File: src/rtl/skid_pipe_reg.sv
// ---------------------------------------------------------------------------
// skid_pipe_reg
//
// Single-entry pipeline register with a valid/ready handshake and a
// one-entry skid buffer. The producer-facing ready is a flop, so a stalled
// consumer never creates a combinational path back to the producer. One
// transfer per cycle while the consumer keeps up. When the consumer stalls,
// exactly one extra beat is absorbed in the skid register.
//
// Ports
//   clk        clock, all state updates on the rising edge
//   rst        asynchronous, active-high reset
//   in_valid   upstream beat present
//   in_ready   stage can accept a beat (registered, depends only on state)
//   in_data    upstream payload, WIDTH bits
//   out_valid  registered beat present on out_data
//   out_ready  downstream accepts the beat on out_data
//   out_data   registered payload, WIDTH bits (keeps last value when idle)
//   occupancy  number of beats held: 0, 1 or 2
// ---------------------------------------------------------------------------
module skid_pipe_reg #(
    parameter int WIDTH = 8
) (
    input  logic             clk,
    input  logic             rst,
    input  logic             in_valid,
    output logic             in_ready,
    input  logic [WIDTH-1:0] in_data,
    output logic             out_valid,
    input  logic             out_ready,
    output logic [WIDTH-1:0] out_data,
    output logic [1:0]       occupancy
);

    // INIT exists so that in_ready only rises one edge after reset release;
    // EMPTY/BUSY/FULL correspond to zero, one and two held beats.
    typedef enum logic [1:0] {
        INIT  = 2'd0,
        EMPTY = 2'd1,
        BUSY  = 2'd2,
        FULL  = 2'd3
    } state_t;

    state_t           state_q, state_d;
    logic [WIDTH-1:0] main_q, main_d;
    logic [WIDTH-1:0] skid_q, skid_d;
    logic             in_ready_q, in_ready_d;
    logic             out_valid_q, out_valid_d;
    logic [1:0]       occ_q, occ_d;

    logic             in_fire;
    logic             out_fire;

    // Handshakes are judged against the registered flags, which are exactly
    // the values the outside world sees this cycle.
    assign in_fire  = in_valid && in_ready_q;
    assign out_fire = out_valid_q && out_ready;

    // Next-state and datapath selection. The main register always holds the
    // oldest beat; the skid register holds the younger one only in FULL.
    always_comb begin
        state_d = state_q;
        main_d  = main_q;
        skid_d  = skid_q;
        case (state_q)
            INIT: begin
                state_d = EMPTY;
            end
            EMPTY: begin
                if (in_fire) begin
                    main_d  = in_data;
                    state_d = BUSY;
                end
            end
            BUSY: begin
                if (in_fire && out_fire) begin
                    main_d = in_data;
                end else if (in_fire) begin
                    skid_d  = in_data;
                    state_d = FULL;
                end else if (out_fire) begin
                    state_d = EMPTY;
                end
            end
            FULL: begin
                // in_valid is ignored here; in_ready is low so nothing fires.
                if (out_fire) begin
                    main_d  = skid_q;
                    state_d = BUSY;
                end
            end
            default: begin
                state_d = INIT;
            end
        endcase
    end

    // Status flags are decoded from the next state and then registered, so
    // every output is a flop output with no path from any input.
    always_comb begin
        in_ready_d  = 1'b0;
        out_valid_d = 1'b0;
        occ_d       = 2'd0;
        case (state_d)
            INIT: begin
                in_ready_d  = 1'b0;
                out_valid_d = 1'b0;
                occ_d       = 2'd0;
            end
            EMPTY: begin
                in_ready_d  = 1'b1;
                out_valid_d = 1'b0;
                occ_d       = 2'd0;
            end
            BUSY: begin
                in_ready_d  = 1'b1;
                out_valid_d = 1'b1;
                occ_d       = 2'd1;
            end
            FULL: begin
                in_ready_d  = 1'b0;
                out_valid_d = 1'b1;
                occ_d       = 2'd2;
            end
            default: begin
                in_ready_d  = 1'b0;
                out_valid_d = 1'b0;
                occ_d       = 2'd0;
            end
        endcase
    end

    // State and storage. Reset discards both held beats immediately,
    // without waiting for a clock edge.
    always_ff @(posedge clk or posedge rst) begin
        if (rst) begin
            state_q     <= INIT;
            main_q      <= '0;
            skid_q      <= '0;
            in_ready_q  <= 1'b0;
            out_valid_q <= 1'b0;
            occ_q       <= 2'd0;
        end else begin
            state_q     <= state_d;
            main_q      <= main_d;
            skid_q      <= skid_d;
            in_ready_q  <= in_ready_d;
            out_valid_q <= out_valid_d;
            occ_q       <= occ_d;
        end
    end

    assign in_ready  = in_ready_q;
    assign out_valid = out_valid_q;
    assign out_data  = main_q;
    assign occupancy = occ_q;

endmodule

File: config.mk
export PLATFORM = sky130hd
export DESIGN_NAME = skid_pipe_reg
export DESIGN_NICKNAME = d
export VERILOG_FILES = /design/src/rtl/skid_pipe_reg.sv
export SDC_FILE = /design/constraint.sdc
export NUM_CORES = 1
export LEC_CHECK = 0
export ABC_AREA = 1
export BUFFER_PORTS_ARGS = -buffer_cell sky130_fd_sc_hd__buf_2
export CAP_MARGIN = 20
export CORE_MARGIN = 4
export CORE_UTILIZATION = 40
export DETAILED_ROUTE_END_ITERATION = 7
export GPL_TIMING_DRIVEN = 0
export PLACE_DENSITY = 0.69
export SLEW_MARGIN = 20
export SYNTH_ARGS = -nofsm -noshare
export SYNTH_HDL_FRONTEND = slang
export SYNTH_SLANG_ARGS = --single-unit
File: constraint.sdc
create_clock -name clk -period 2.26 [get_ports clk]
set_input_delay 0.226 -clock clk [delete_from_list [all_inputs] [get_ports clk]]
set_output_delay 0.226 -clock clk [all_outputs]
set_load 0.05 [all_outputs]
# Word level (Yosys, flattened, before mapping)
# Cells that the tools add are included.
[totals]
register_bits = 22
output_inout_bits = 12
elab_cells = 41
[op_classes]
n_eq_ne = 9
muxes = 13
bitwise_logic = 1
n_reduce_logical = 12
[op_table]
columns = ["operator", "count"]
rows = [
  ["8-bit two-way mux", 3],
  ["8-bit one-hot mux with 3 select lines", 1],
  ["2-bit two-way mux", 5],
  ["2-bit equality test (second input constant)", 4],
  ["2-bit one-hot mux with 4 select lines", 1],
  ["2-bit OR reduction", 4],
  ["2-bit inequality test (second input constant)", 3],
  ["2-bit one-hot mux with 3 select lines", 1],
  ["2-bit by 1-bit equality test with 1-bit output (second input constant)", 2],
  ["2-bit logical NOT", 2],
  ["1-bit one-hot mux with 2 select lines", 2],
  ["4-bit AND reduction", 1],
  ["1-bit logical AND", 3],
  ["3-bit AND reduction", 1],
  ["3-bit nonzero test", 1],
  ["1-bit NOT", 1],
]

# Longest topological paths before layout
# Gate-level depths: netlist (run 1).
[depth]
ltp_word = 8
mapped_depth = 9
depth_no_buf = 8

# Worst setup path after synthesis (run 1)
# Ideal clock, no wire load.
[synth_path]
kind = "flip-flop to flip-flop"
startpoint = "register in_ready_q, in the netlist in_ready"
endpoint = "register out_valid_q, in the netlist out_valid"
setup_ps = 127
arrival_time_ps = 1720
required_time_ps = 2133
slack_ps = 412
path_stages_with_launch = 8
n_path_buf = 0
cell_sequence = "dfrtp_1 > nand2_1 > nand2_1 > inv_1 > o21ai_2 > inv_1 > ha_1 > or2_2"
[synth_via]
elab_chain_cells = 7
[synth_lines]
columns = ["item", "line", "source"]
rows = [
  ["start: declaration", "47", "logic in_ready_q, in_ready_d;"],
  ["start signal: assignment", "147", "in_ready_q <= in_ready_d;"],
  ["1-bit logical AND (*)", "56", "assign in_fire = in_valid && in_ready_q;"],
  ["2-bit two-way mux or 1-bit logical AND (tied branches)", "78, 76", ""],
  ["2-bit two-way mux", "76", "if (in_fire && out_fire) begin"],
  ["2-bit one-hot mux with 4 select lines (*)", "65", "case (state_q)"],
  ["net state_d[0]", "44", "state_t state_q, state_d;"],
  ["2-bit equality test (tied with other cells)", "104", "case (state_d)"],
  ["2-bit OR reduction (no source line)", "-", ""],
  ["1-bit one-hot mux with 2 select lines (*)", "104", ""],
  ["net out_valid_d", "48", "logic out_valid_q, out_valid_d;"],
  ["end signal: assignment", "148", "out_valid_q <= out_valid_d;"],
  ["end: declaration", "48", ""],
]
# Mark *: on every way through the listed nets, which the timed path passes. The rest lies on a longest branch.
# A chain may end at the register's enable or synchronous reset.

# Final worst setup path (run 1)
[layout_path]
startpoint = "register state_q[1]"
endpoint = "register out_valid_q, in the netlist out_valid"
[layout_via]
elab_chain_cells = 7
[layout_lines]
columns = ["item", "line", "source"]
rows = [
  ["start: declaration", "44", ""],
  ["start signal: assignment", "144", "state_q <= state_d;"],
  ["2-bit two-way mux", "81", "end else if (out_fire) begin"],
  ["2-bit two-way mux", "78", "end else if (in_fire) begin"],
  ["2-bit two-way mux", "76", ""],
  ["2-bit one-hot mux with 4 select lines (*)", "65", ""],
  ["net state_d[1]", "44", ""],
  ["2-bit equality test (tied with other cells)", "104", ""],
  ["2-bit OR reduction (no source line)", "-", ""],
  ["1-bit one-hot mux with 2 select lines (*)", "104", ""],
  ["net out_valid_d", "48", ""],
]
# Marks and branches as above.

==> results of run 1 <==
[final timing paths]
path | endpoint | cells past startpoint | slack (ns)
max in group asynchronous | skid_q[6] | 2 | 1.69
hold reg to reg | out_data[4] | 2 | 0.48
setup / recovery | out_valid | 9 | 0.56
min in group clk | skid_q[4] | 3 | 0.16
setup reg to reg | out_valid | 9 | 0.56
hold / removal | out_data[2] | 2 | 0.06
[through the flow]
step / setup slack, ns / utilization [%] / hold WS [ns]
3_3_place_gp: 0.603 / 48.0 / 0.413
5_1_grt: 0.431 / 49.5 / 0.121
3_5_place_dp: 0.559 / 48.0 / 0.427
4_1_cts: 0.540 / 49.5 / 0.0783
2_1_floorplan: 0.412 / - / 0.215
6_report: 0.560 / 49.5 / 0.0573
[flip-flops by register name, indices dropped and copies added (netlist names)]
| signal | count |
|---|---|
| in_ready | 1 |
| occupancy | 2 |
| skid_q | 8 |
| out_data | 8 |
| state_q | 2 |
| out_valid | 1 |
[worst max-delay path, delay by kind of cell, from the launching register on]
kind	cells	cell delay [ns]
adders and majority gates	1	0.20
AOI/OAI and AO/OA	1	0.09
buffers and inverters	3	0.34
DFF	1	0.40
and+or+nand+nor	4	0.57
[area by class of cell]
type / count / area [um2]
Inverter: 6 / 22.5
Multi-Input combinational cell: 88 / 434
Fill cell: 254 / 1250
Buffer: 3 / 30.0
Timing Repair Buffer: 23 / 115
Tap cell: 30 / 37.5
Sequential cell: 22 / 551
Clock buffer: 4 / 36.3
[cells in the final DEF, fill, tap and decap left out, types with 2 or more instances in the layout]
cell      instances
buf_2            23
buf_6             2
clkbuf_4          3
dfrtp_1          22
ha_1              2
inv_1             5
nand2_1          52
nand2_2           3
nand3_1          24
nor2_4            2
[report_power, final]
| group | internal, uW | total (uW) | switching, uW |
|---|---|---|---|
| clock | 98.3 | 217 | 118 |
| combinational | 336 | 1200 | 866 |
| sequential | 579 | 664 | 85.4 |
| total | 1010 | 2080 | 1070 |
[metal layers]
metal	part of all wire [%]	GRT usage (%)
met5	0	0
met4	1.3	4.85
met3	4.3	1.97
met2	50	21.6
met1	45	19.8
[kinds of logic after synthesis]
| kind of cell | share of synthesized area (%) |
|---|---|
| compound gates | 2.41 |
| fa+ha+maj | 2.41 |
| buf+inv | 5.07 |
| flops | 53.1 |
| simple gates | 37.0 |
==> flow_metrics.tcl, run 1 <==
set metrics [dict create \
    status "finished, final reports clean" \
    area_delta_synth_final_pct 18.2 \
    cp-end-kind "flip-flop" \
    netlist_area_mm2 0.00104 \
    drtIter0Drc 30 \
    synth.distinct_cells 15 \
    worstSkewPairLatency_ns 0.31 \
    ys_warn_count 0 \
    grt_remaining_overflow 0 \
    die_w_um 58.9 \
    initial_utilization_pct 41.9 \
    core_mm2 0.00248 \
    critPathLaunchType "flip-flop" \
    place_congestion 0.775 \
    required_ns 2.46 \
    slew_headroom_pct 45.2 \
    postSynthNetCount 133 \
    worstPathCellList "buf_4 > nor2_4 > inv_1 > nand2_1 > nand2_2 > o21ai_2 > inv_1 > ha_1 > or2_2" \
    die_y_um 58.9 \
    cpPeakStageDelay_ns 0.40 \
    drc_errors 0 \
    cts_resized 0 \
    path_max_fanout 10 \
    postSynthCellCount 119 \
    crit_top_cell "inv_1" \
    clock_skew_ns 0.00540 \
    grt_pass1_vias 839 \
    cts_root_buffer "clkbuf_4" \
    grt_pass1_wl_um 3710 \
    max_clock_freq_mhz 588 \
    ir_drop_v 0.000779 \
    clkTransAtPathRegs_ns 0.12 \
    async_flop_share_pct 100 \
    nNetsFinal 161 \
    leakage_uw 0.000692 \
    fin_setup_tns_ns 0 \
    placed_cells 172 \
    total_power_uw 2080 \
    report.final.hold_viol_count 0 \
    synth_top_area_share_pct 53.1 \
    synth_area_leaders "dfrtp_1 (53%), nand2_1 (19%), nand3_1 (12%)" \
    place_hpwl_um 1560 \
    antenna_found_initial 0 \
    synth_area_leader_cell "dfrtp_1" \
    totalWireLength_um 2070 \
    stdcell_count 176 \
    portBuffers 23 \
    first_pass_iters 4 \
    syn_area_per_cell_um2 8.72 \
    grt_use_total_pct 13.9 \
    r2r-start "state_q[1]" \
    slowest_stage "dfrtp_1" \
    maxSlewViolCount 0 \
    period_needed_ns 1.70 \
    rows 18 \
    cts_buffer_depth 2 \
    seq_area_frac_synth_pct 53.1 \
    ys_top_cells_by_count "nand2_1 (52), nand3_1 (24), dfrtp_1 (22)" \
    p_per_area_mw_per_mm2 1700 \
    die-area_mm2 0.00347 \
    rsz0062_at_grt "false" \
    ctsHoldBuffers 0 \
    numCtsBuffers 3 \
    post-cts-setup-buffer-count 0 \
    design_area_mm2 0.00123 \
    maxCapViolations 0 \
    wl_per_cell_um 11.8 \
    hp-class "in2async" \
    crit_arrival_ns 1.90 \
    cts.sinks 22 \
    grt_max_degree 23 \
    num_vias 864 \
    crit_start "state_q[1]" \
    yosysMostFrequentCell "nand2_1" \
    synthFlopType "dfrtp_1" \
    ys_ff_latch 22 \
    cts_tree "yes" \
    viasPerCell 4.91 \
    drtAntennaViolNets 0 \
    worst-slew-pin-transition_ns 0.821 \
    crit_type "reg2reg" \
    period_share_pct 75.2 \
    drive_gt1_share_pct 28.1 \
    antenna_cells 0 \
    io_pins 24 \
    placed_area_mm2 0.00119 \
    finalSetupViolCount 0 \
    synth_enable_flop_cells 0 \
    htree_num_levels 1 \
]
(Power assumes the default switching activity.)
==> inputs of run 2 (changes only) <==
==> constraint.sdc (replaced) <==
create_clock -name clk -period 1.7 [get_ports clk]
set_input_delay 0.17 -clock clk [delete_from_list [all_inputs] [get_ports clk]]
set_output_delay 0.17 -clock clk [all_outputs]
set_load 0.05 [all_outputs]
==> run 2 against run 1 <==
  * Register-to-register slack lost 0.48 ns
  * Hold slack got worse by 0.072 ns
  * Sequential power up 35%
  * Total power increased by 40%
  * Design area increased by 5.0%
  * Non-clock buffer count increased by 6
  * Cell count rose by 3.4%
  * Critical endpoint unchanged
  * The run now ends with negative hold slack left
  * Combinational power increased by 45%
  * Die area unchanged
  * Clock skew fell by 0.0028 ns
  * Wire length increased by 0.92%
  * Critical path depth unchanged
==> flow_metrics.tcl, run 2 (synthesis gave the netlist of run 1 again) <==
set metrics [dict create \
    place_hpwl_um 1510 \
    drtAntennaViolNets 0 \
    first_pass_iters 4 \
    worst-slew-pin-transition_ns 0.805 \
    clock_skew_ns 0.00264 \
    crit_arrival_ns 1.83 \
    nNetsFinal 167 \
    critPathLaunchType "flip-flop" \
    p_per_area_mw_per_mm2 2270 \
    fillCellCount 259 \
    die_y_um 58.9 \
    rsz0062_at_grt "false" \
    area_delta_synth_final_pct 24.1 \
    design_area_mm2 0.00129 \
    required_ns 1.91 \
    cts_root_buffer "clkbuf_4" \
    die_w_um 58.9 \
    cts.sinks 22 \
    num_vias 846 \
    crit_buf_inv 3 \
    drtIter0Drc 22 \
    leakage_uw 0.000722 \
    period_share_pct 95.1 \
    grt_remaining_overflow 0 \
    grt_max_degree 23 \
    portBuffers 23 \
    layout_commonest_cell "nand2_1" \
    fin_util_pct 52.0 \
    rows 18 \
    period_needed_ns 1.62 \
    grt_use_met1_pct 16.6 \
    hp-class "in2async" \
    core_mm2 0.00248 \
    crit_type "reg2reg" \
    slew_headroom_pct 46.2 \
    status "complete, but fails checks" \
    cts_tree "yes" \
    maxSlewViolCount 0 \
    most-common-layout-cells "nand2_1 (51), nand3_1 (24), buf_2 (23)" \
    totalWireLength_um 2090 \
    gr-usage-met3_pct 3.07 \
    fin_setup_tns_ns 0 \
    initial_utilization_pct 41.9 \
    ctsHoldBuffers 0 \
    grt_use_total_pct 13.4 \
    cpPeakStageDelay_ns 0.44 \
    wl_per_cell_um 11.5 \
    htree_num_levels 1 \
    antenna_cells 0 \
    place_congestion 0.778 \
    worstPathCellList "buf_6 > nor2_4 > inv_2 > nand2_1 > nand2_2 > o21ai_2 > inv_1 > ha_2 > or2_2" \
    critPathTopFamily "simple AND/OR/NAND/NOR gates" \
    cts_buffer_depth 2 \
    stdcell_count 182 \
    grt_pass1_vias 796 \
    worstSkewPairLatency_ns 0.32 \
    max_clock_freq_mhz 618 \
    seqCellArea_um2 553 \
    timing.hold.ws_ns -0.0143 \
    clkTransAtPathRegs_ns 0.12 \
    path_max_fanout 4 \
    grt.busiest_layer "met2" \
    ir_drop_v 0.00103 \
    placed_cells 172 \
    finalSetupViolCount 0 \
    drc_errors 0 \
    slowest_stage "dfrtp_1" \
    grt_util_met2_pct 20.3 \
    die-area_mm2 0.00347 \
    placed_area_mm2 0.00119 \
    drive_gt1_share_pct 34.2 \
    numCtsBuffers 3 \
    grt_pass1_wl_um 3440 \
    multiInputGateArea_um2 444 \
    viasPerCell 4.65 \
    antenna_found_initial 0 \
    violations "negative hold slack" \
    report.final.hold_viol_count 22 \
    cp-end-kind "flip-flop" \
    io_pins 24 \
    maxCapViolations 0 \
]
[run 2: cell count changes in the layout (fill, tap and decap cells not counted), sizes merged]
cell / previous run / this run
buf: 26 / 32
[run 2: routing by layer]
layer / routed length (um) / up-vias
li1: - / 445
met1: 955 / 382
met2: 978 / 14
met3: 93 / 5
met4: 60 / 0
met5: 0 / -
[run 2: worst register-to-register path: stages (launching register included)]
cell	delay [ns]
dfrtp_1	0.44
buf_6	0.15
nor2_4	0.12
inv_2	0.05
nand2_1	0.07
nand2_2	0.07
o21ai_2	0.08
inv_1	0.06
ha_2	0.18
or2_2	0.28
[run 2: cell type report]
cell class | count | area share, %
multi-input combinational | 88 | 34.5
tap | 30 | 2.92
timing repair buffer | 29 | 12.4
inverter | 6 | 1.75
clock buffer | 4 | 2.82
buffer | 3 | 2.62
sequential | 22 | 43.0
[run 2: final timing paths]
path	from	to	slack (ns)	cells after the start
min	rst	skid_q[3]	-0.01	2
min in group clk	in_data[7]	skid_q[7]	0.09	3
max	state_q[1]	out_valid	0.08	9
max reg2reg	state_q[1]	out_valid	0.08	9
min reg2reg	skid_q[5]	skid_q[5]	0.49	2
max in group asynchronous	rst	in_ready	1.17	2
[run 2: report_power, final]
| part | switching [uW] | internal (uW) |
|---|---|---|
| Sequential | 123 | 774 |
| Combinational | 1170 | 564 |
| Clock | 161 | 131 |
| Total | 1460 | 1470 |
[run 2: what timing repair did]
action | 4_1_cts | 5_1_grt
buffers inserted | 3 | 3
pin swaps | 1 | 2
setup endpoints to repair | 1 | 1
gates resized for setup | 1 | 3
[run 2: metrics by stage]
step / hold WS [ns] / worst slack, ns / power (uW)
4_1_cts: 0.00625 / 0.00947 / 2870
2_1_floorplan: 0.159 / 0.0591 / 2170
3_5_place_dp: 0.369 / 0.00692 / 2500
3_3_place_gp: 0.354 / 0.0449 / 2470
6_report: -0.0143 / 0.0831 / 2930
5_1_grt: 0.0524 / 0.00686 / 3170
